--- config.mk ---
export PLATFORM = sky130hd
export DESIGN_NAME = dmem_stage_ctrl_flat
export DESIGN_NICKNAME = d
export VERILOG_FILES = /design/src/rtl/dmem_stage_ctrl_pkg.sv /design/src/rtl/dmem_stage_ctrl_if.sv /design/src/rtl/dmem_stage_ctrl_lane.sv /design/src/rtl/dmem_stage_ctrl.sv /design/src/flat_wrapper.sv
export SDC_FILE = /design/constraint.sdc
export NUM_CORES = 1
export LEC_CHECK = 0
export CAP_MARGIN = 25
export CORE_MARGIN = 2
export CORE_UTILIZATION = 28
export CTS_BUF_LIST = sky130_fd_sc_hd__clkbuf_16
export DETAILED_ROUTE_END_ITERATION = 16
export PLACE_DENSITY = 0.69
export SLEW_MARGIN = 25
export SYNTH_ARGS = -nofsm -noshare
export SYNTH_HDL_FRONTEND = slang
export SYNTH_SLANG_ARGS = --single-unit
--- constraint.sdc ---
create_clock -name clk -period 3.95 [get_ports clk]
set_input_delay 1.185 -clock clk [delete_from_list [all_inputs] [get_ports clk]]
set_output_delay 1.185 -clock clk [all_outputs]
set_load 0.005 [all_outputs]
--- src/rtl/dmem_stage_ctrl_pkg.sv ---
// Shared definitions for the memory-stage access controller: FSM state
// encoding, the full-word byte-enable constant and small lane helpers.
package dmem_stage_ctrl_pkg;

    typedef enum logic [1:0] {
        IDLE = 2'd0,
        REQ  = 2'd1,
        DONE = 2'd2
    } state_e;

    localparam logic [3:0] BE_WORD = 4'hF;

    function automatic logic [3:0] byte_be(input logic [1:0] lane);
        return 4'b0001 << lane;
    endfunction

    function automatic logic [31:0] byte_replicate(input logic [7:0] b);
        return {4{b}};
    endfunction

endpackage

--- src/rtl/dmem_stage_ctrl_if.sv ---
// Request/ack data-memory port. The controller is the master; the memory
// model or real memory is the slave.
interface dmem_stage_ctrl_if;

    logic        mem_req;
    logic        mem_we;
    logic [31:0] mem_addr;
    logic [31:0] mem_wdata;
    logic [3:0]  mem_be;
    logic        mem_ack;
    logic [31:0] mem_rdata;

    modport master (
        output mem_req,
        output mem_we,
        output mem_addr,
        output mem_wdata,
        output mem_be,
        input  mem_ack,
        input  mem_rdata
    );

    modport slave (
        input  mem_req,
        input  mem_we,
        input  mem_addr,
        input  mem_wdata,
        input  mem_be,
        output mem_ack,
        output mem_rdata
    );

endinterface

--- src/rtl/dmem_stage_ctrl_lane.sv ---
// Combinational byte-lane steering for the memory stage: builds the store
// byte enables and replicated store data, and extracts a zero-extended
// byte from the returned read word for byte loads.
module dmem_lane
    import dmem_stage_ctrl_pkg::*;
(
    input  logic        byte_i,
    input  logic [1:0]  lane_i,
    input  logic [31:0] wdata_i,
    input  logic [31:0] rdata_i,
    output logic [3:0]  be_o,
    output logic [31:0] wdata_o,
    output logic [31:0] rdata_o
);

    // Store side: a byte store drives one lane and copies the byte to all lanes
    always_comb begin
        be_o    = BE_WORD;
        wdata_o = wdata_i;
        if (byte_i) begin
            be_o    = byte_be(lane_i);
            wdata_o = byte_replicate(wdata_i[7:0]);
        end
    end

    // Load side: a byte load picks the addressed lane and zero-extends it
    always_comb begin
        rdata_o = rdata_i;
        if (byte_i) begin
            case (lane_i)
                2'd0:    rdata_o = {24'h0, rdata_i[7:0]};
                2'd1:    rdata_o = {24'h0, rdata_i[15:8]};
                2'd2:    rdata_o = {24'h0, rdata_i[23:16]};
                default: rdata_o = {24'h0, rdata_i[31:24]};
            endcase
        end
    end

endmodule

--- src/rtl/dmem_stage_ctrl.sv ---
// Memory-stage access controller. Turns each load/store in the M stage into
// one request/ack transaction on a variable-latency memory port, stalling
// the pipeline until the access finishes, times out, or is rejected as
// misaligned.
module dmem_stage_ctrl
    import dmem_stage_ctrl_pkg::*;
#(
    parameter int          TIMEOUT  = 16,
    parameter logic [31:0] ERR_DATA = 32'h0
) (
    input  logic               clk,
    input  logic               reset,
    input  logic               MemReadM,
    input  logic               MemWriteM,
    input  logic               ByteM,
    input  logic [31:0]        ALUOutM,
    input  logic [31:0]        WriteDataM,
    output logic [31:0]        ReadDataM,
    output logic               MemStallM,
    output logic               BusErrM,
    output logic               MisalignM,
    dmem_stage_ctrl_if.master  mem
);

    localparam int CNT_W = (TIMEOUT > 1) ? $clog2(TIMEOUT) : 1;
    localparam logic [CNT_W-1:0] CNT_LAST = CNT_W'(TIMEOUT - 1);

    state_e             state_q, state_d;
    logic [CNT_W-1:0]   count_q, count_d;
    logic               req_q, req_d;
    logic               we_q, we_d;
    logic [31:0]        addr_q, addr_d;
    logic [31:0]        wdata_q, wdata_d;
    logic [3:0]         be_q, be_d;
    logic [31:0]        read_data_q, read_data_d;
    logic               bus_err_q, bus_err_d;
    logic               misalign_q, misalign_d;

    logic               acc;
    logic               misaligned;
    logic               timeout_hit;
    logic [3:0]         lane_be;
    logic [31:0]        lane_wdata;
    logic [31:0]        lane_rdata;

    assign acc         = MemReadM | MemWriteM;
    assign misaligned  = !ByteM && (ALUOutM[1:0] != 2'b00);
    assign timeout_hit = (count_q == CNT_LAST);

    dmem_lane u_lane (
        .byte_i  (ByteM),
        .lane_i  (ALUOutM[1:0]),
        .wdata_i (WriteDataM),
        .rdata_i (mem.mem_rdata),
        .be_o    (lane_be),
        .wdata_o (lane_wdata),
        .rdata_o (lane_rdata)
    );

    // Next-state and timeout counter: ack always beats the timeout
    always_comb begin
        state_d = state_q;
        count_d = count_q;
        case (state_q)
            IDLE: begin
                if (acc) begin
                    if (misaligned) begin
                        state_d = DONE;
                    end else begin
                        state_d = REQ;
                        count_d = '0;
                    end
                end
            end
            REQ: begin
                if (mem.mem_ack) begin
                    state_d = DONE;
                end else if (timeout_hit) begin
                    state_d = DONE;
                end else begin
                    count_d = count_q + CNT_W'(1);
                end
            end
            DONE: begin
                state_d = IDLE;
            end
            default: begin
                state_d = IDLE;
            end
        endcase
    end

    // Output next values: launch the bus request, capture the load result, raise the DONE pulses
    always_comb begin
        req_d       = req_q;
        we_d        = we_q;
        addr_d      = addr_q;
        wdata_d     = wdata_q;
        be_d        = be_q;
        read_data_d = read_data_q;
        bus_err_d   = 1'b0;
        misalign_d  = 1'b0;
        case (state_q)
            IDLE: begin
                if (acc) begin
                    if (misaligned) begin
                        misalign_d  = 1'b1;
                        read_data_d = ERR_DATA;
                    end else begin
                        req_d   = 1'b1;
                        we_d    = MemWriteM;
                        addr_d  = {ALUOutM[31:2], 2'b00};
                        wdata_d = lane_wdata;
                        be_d    = lane_be;
                    end
                end
            end
            REQ: begin
                if (mem.mem_ack) begin
                    req_d = 1'b0;
                    if (!we_q) begin
                        read_data_d = lane_rdata;
                    end
                end else if (timeout_hit) begin
                    req_d       = 1'b0;
                    bus_err_d   = 1'b1;
                    read_data_d = ERR_DATA;
                end
            end
            default: begin
                req_d = 1'b0;
            end
        endcase
    end

    // State, counter and output registers with synchronous reset
    always_ff @(posedge clk) begin
        if (reset) begin
            state_q     <= IDLE;
            count_q     <= '0;
            req_q       <= 1'b0;
            we_q        <= 1'b0;
            addr_q      <= '0;
            wdata_q     <= '0;
            be_q        <= '0;
            read_data_q <= '0;
            bus_err_q   <= 1'b0;
            misalign_q  <= 1'b0;
        end else begin
            state_q     <= state_d;
            count_q     <= count_d;
            req_q       <= req_d;
            we_q        <= we_d;
            addr_q      <= addr_d;
            wdata_q     <= wdata_d;
            be_q        <= be_d;
            read_data_q <= read_data_d;
            bus_err_q   <= bus_err_d;
            misalign_q  <= misalign_d;
        end
    end

    assign MemStallM     = acc && (state_q != DONE);
    assign ReadDataM     = read_data_q;
    assign BusErrM       = bus_err_q;
    assign MisalignM     = misalign_q;
    assign mem.mem_req   = req_q;
    assign mem.mem_we    = we_q;
    assign mem.mem_addr  = addr_q;
    assign mem.mem_wdata = wdata_q;
    assign mem.mem_be    = be_q;

endmodule

--- src/flat_wrapper.sv ---
// flat-port wrapper written by rule: the top's interface ports become plain ports
module dmem_stage_ctrl_flat import dmem_stage_ctrl_pkg::*;
#(
    parameter int          TIMEOUT  = 16,
    parameter logic [31:0] ERR_DATA = 32'h0
)
  (clk, reset, MemReadM, MemWriteM, ByteM, ALUOutM, WriteDataM, ReadDataM, MemStallM, BusErrM, MisalignM, mem_mem_req, mem_mem_we, mem_mem_addr, mem_mem_wdata, mem_mem_be, mem_mem_ack, mem_mem_rdata);
  dmem_stage_ctrl_if mem_i ();
  input  logic clk;
  input  logic reset;
  input  logic MemReadM;
  input  logic MemWriteM;
  input  logic ByteM;
  input  logic [31:0] ALUOutM;
  input  logic [31:0] WriteDataM;
  output logic [31:0] ReadDataM;
  output logic MemStallM;
  output logic BusErrM;
  output logic MisalignM;
  output wire logic [$bits(mem_i.mem_req)-1:0] mem_mem_req;
  output wire logic [$bits(mem_i.mem_we)-1:0] mem_mem_we;
  output wire logic [$bits(mem_i.mem_addr)-1:0] mem_mem_addr;
  output wire logic [$bits(mem_i.mem_wdata)-1:0] mem_mem_wdata;
  output wire logic [$bits(mem_i.mem_be)-1:0] mem_mem_be;
  input wire logic [$bits(mem_i.mem_ack)-1:0] mem_mem_ack;
  input wire logic [$bits(mem_i.mem_rdata)-1:0] mem_mem_rdata;
  assign mem_mem_req = mem_i.mem_req;
  assign mem_mem_we = mem_i.mem_we;
  assign mem_mem_addr = mem_i.mem_addr;
  assign mem_mem_wdata = mem_i.mem_wdata;
  assign mem_mem_be = mem_i.mem_be;
  assign mem_i.mem_ack = mem_mem_ack;
  assign mem_i.mem_rdata = mem_mem_rdata;
  dmem_stage_ctrl #(.TIMEOUT(TIMEOUT), .ERR_DATA(ERR_DATA)) u_core (.clk(clk), .reset(reset), .MemReadM(MemReadM), .MemWriteM(MemWriteM), .ByteM(ByteM), .ALUOutM(ALUOutM), .WriteDataM(WriteDataM), .ReadDataM(ReadDataM), .MemStallM(MemStallM), .BusErrM(BusErrM), .MisalignM(MisalignM), .mem(mem_i));
endmodule
==> flow_summary.json <==
{
  "nNetsFinal": 757,
  "grt_pass1_vias": 3984,
  "critPathMaxFanout": 3,
  "cp-startpoint": "MemReadM",
  "drt_iter0_markers": 116,
  "cts.sinks": 108,
  "relSlewSlack": 0.4626,
  "setup.worst_path.class": "in2out",
  "start_kind": "primary input",
  "portBuffers": 204,
  "antenna_left": 0,
  "setup-tns-final_ns": 0,
  "swShare": 0.2673,
  "crit_slowest_cell": "clkdlybuf4s50_1",
  "worstHoldPathCells": 2,
  "core_area_mm2": 0.01509,
  "post-route-period-util": 0.9309,
  "cts_resized": 0,
  "place_hpwl_um": 9427,
  "timing.final.crit_period_ns": 3.677,
  "rsz0062_at_grt": "no",
  "cts_setup_buffers": 0,
  "grtUsageTotal": 0.1544,
  "power-per-cell-area_mw_per_mm2": 383.5,
  "start_util": 0.2847,
  "timing.fmax_mhz": 272.0,
  "ff2ff_setup_slack_ns": 2.00,
  "grt_max_degree": 77,
  "worstHoldPathType": "reg2reg",
  "cp_cell_sequence": "clkdlybuf4s50_1, nor2_1, a21oi_1, clkdlybuf4s50_1",
  "intPower_mw": 1.901,
  "ctsHoldBuffers": 0,
  "dr_total_vias": 4072,
  "design_area_mm2": 0.006765,
  "ioPinCount": 207,
  "crit_cells": 4,
  "p_leak_nw": 2.490,
  "crit_top_cell": "clkdlybuf4s50_1",
  "diodes": 0,
  "place_ws_ns": 0.2880,
  "yosysWarningCount": 0,
  "r2r_start": "u_core.state_q[1]",
  "place_congestion": 0.7337,
  "vias_per_cell": 4.808,
  "clk_pin_slew_ns": 0.07,
  "ys_ff_latch": 108,
  "dieArea_mm2": 0.01635,
  "worst_pin_slew_ns": 0.8061,
  "synth-seq-area-share": 0.5033,
  "setup_viol": 0,
  "drive_gt1_frac": 0.05311,
  "area_growth_pct": 57.50,
  "route.detailed.drc": 0,
  "synthFlopType": "dfxtp_1",
  "combPwrFrac": 0.206,
  "place_area_mm2": 0.006486,
  "htree_levels": 3,
  "final_max_slew_viol_count": 0,
  "die_width_um": 127.9,
  "final-hold-violation-count": 0,
  "dr.pass1.iters": 4,
  "rr_worst_depth": 5,
  "outcome": "finished clean",
  "crit_buf_inv": 2,
  "mostFrequentLayoutCell": "clkdlybuf4s50_1",
  "hold_end": "u_core.mem.mem_addr[18]",
  "synthesis.area_mm2": 0.004295,
  "ys_types": 38,
  "drt-wirelength-per-cell_um": 15.27,
  "fin_skew_ns": 0.007086,
  "numCtsBuffers": 9,
  "async_flop_share": 0,
  "cp-end-kind": "primary output",
  "r2r_end": "u_core.mem.mem_wdata[28]",
  "required_ns": 2.76,
  "drv_cap": 0,
  "die_h_um": 127.9,
  "clock-root-buffer": "clkbuf_16",
  "grt_pass1_wl_um": 20160,
  "crit_path_max_incr_delay_ns": 0.55,
  "rows": 45,
  "arrival_ns": 2.49,
  "synthCells": 467,
  "ctsLongestPathBuffers": 2,
  "antenna_found_initial": 0,
  "peakVddDrop_mv": 0.2398,
  "cts_tree": "built",
  "p_clk_frac": 0.328,
  "pwr-share-seq": 0.466,
  "switching_power_uw": 693.4,
  "final_cell_mix": "clkdlybuf4s50_1, dfxtp_1, nand2_1, a21oi_1, nor2_1",
  "avgSynthCellArea_um2": 9.198,
  "synth-edff-count": 0,
  "critPathTopFamily": "buffers and inverters",
  "fin_ws_ns": 0.2731,
  "min_from": "u_core.mem.mem_addr[18]",
  "drt-total-wl_um": 12940,
  "grt_overflow_total": 0,
  "clk_latency_ns": 0.35
}
[worst max-delay path by stage]
stage           endpoint  slack [ns]
2_1_floorplan  MemStallM        1.37
3_3_place_gp   MemStallM        0.25
3_5_place_dp   MemStallM        0.29
4_1_cts        MemStallM        0.27
5_1_grt        MemStallM        0.19
6_report       MemStallM        0.27
[per-layer routing]
layer,vias to the layer above,global-route usage,routed length (um)
met1,1882,0.1762,5331
met3,13,0.06219,1199
li1,2014,-,-
met2,163,0.2661,6235
met5,-,0,0
met4,0,0.04525,171
[registers in the layout (all words and copies together) (netlist names)]
signal                cells
u_core.MisalignM          1
u_core.mem.mem_wdata     32
u_core.mem.mem_req        1
u_core.mem.mem_we         1
u_core.state_q            2
u_core.ReadDataM         32
u_core.count_q            4
u_core.BusErrM            1
u_core.mem.mem_addr      30
u_core.mem.mem_be         4
[worst reg2reg max path: stages, from the launching register on]
cell,delay (ns)
dfxtp_1,0.43
nor2_2,0.30
and3_2,0.61
buf_12,0.24
nor2_1,0.05
a211oi_1,0.23
[cells by family (layout without fill, tap and decap cells)]
family / count (synthesis) / after routing / share of synthesized area
buffers and inverters: 41 / 232 / 0.04777
adders and majority gates: 1 / 1 / 0.002912
DFF: 108 / 108 / 0.5033
xor gates and xnor gates: 3 / 3 / 0.006118
other: 1 / 2 / 0.0008730
and+or+nand+nor: 154 / 154 / 0.1643
muxes: 32 / 32 / 0.07457
AOI/OAI and AO/OA: 127 / 127 / 0.2001
[Yosys cell counts (2+ instances only)]
library cell / instances / area (um2)
nor2b_1: 10 / 62.56
o21ai_0: 10 / 50.05
or3_1: 3 / 18.77
buf_2: 20 / 100.1
a21boi_1: 2 / 15.01
a21oi_1: 49 / 245.2
nor3_1: 2 / 10.01
xor2_1: 3 / 26.28
a22o_1: 24 / 210.2
mux2i_1: 32 / 320.3
o2bb2ai_1: 8 / 70.07
nor2_1: 36 / 135.1
clkbuf_1: 13 / 48.80
nor3b_1: 10 / 75.07
nand2_1: 79 / 296.5
a22oi_1: 5 / 37.54
nand3_1: 6 / 30.03
buf_6: 2 / 22.52
a211oi_1: 24 / 180.2
dfxtp_1: 108 / 2162
buf_4: 3 / 22.52
inv_1: 2 / 7.510
[power groups by stage]
stage          registers, mW  clock network [mW]  logic (mW)
4_1_cts                 1.21               0.888       0.541
3_5_place_dp            1.23                   0       0.538
6_report                1.21               0.852       0.534
3_3_place_gp            1.23                   0       0.531
5_1_grt                 1.22               0.930       0.585
2_1_floorplan           1.23                   0       0.219
[layout make-up]
cell class / count / area (um2)
inverter: 2 / 7.507
fill: 1454 / 8324
timing repair buffer: 214 / 2145
clock buffer: 9 / 225.2
multi-input combinational: 319 / 1937
clock inverter: 7 / 53.80
tap: 188 / 235.2
sequential: 108 / 2162
[metrics by stage]
stage	util	power, mW	std cells	hold WS (ns)
after floorplan	-	1.453	468	0.4491
after global placement	0.4299	1.761	831	0.4423
after detailed placement	0.4299	1.772	831	0.4457
after CTS	0.4483	2.639	847	0.4557
after global routing	0.4483	2.733	847	0.4656
final	0.4483	2.594	847	0.4541
Note: power is estimated with default switching activity, not from simulation.
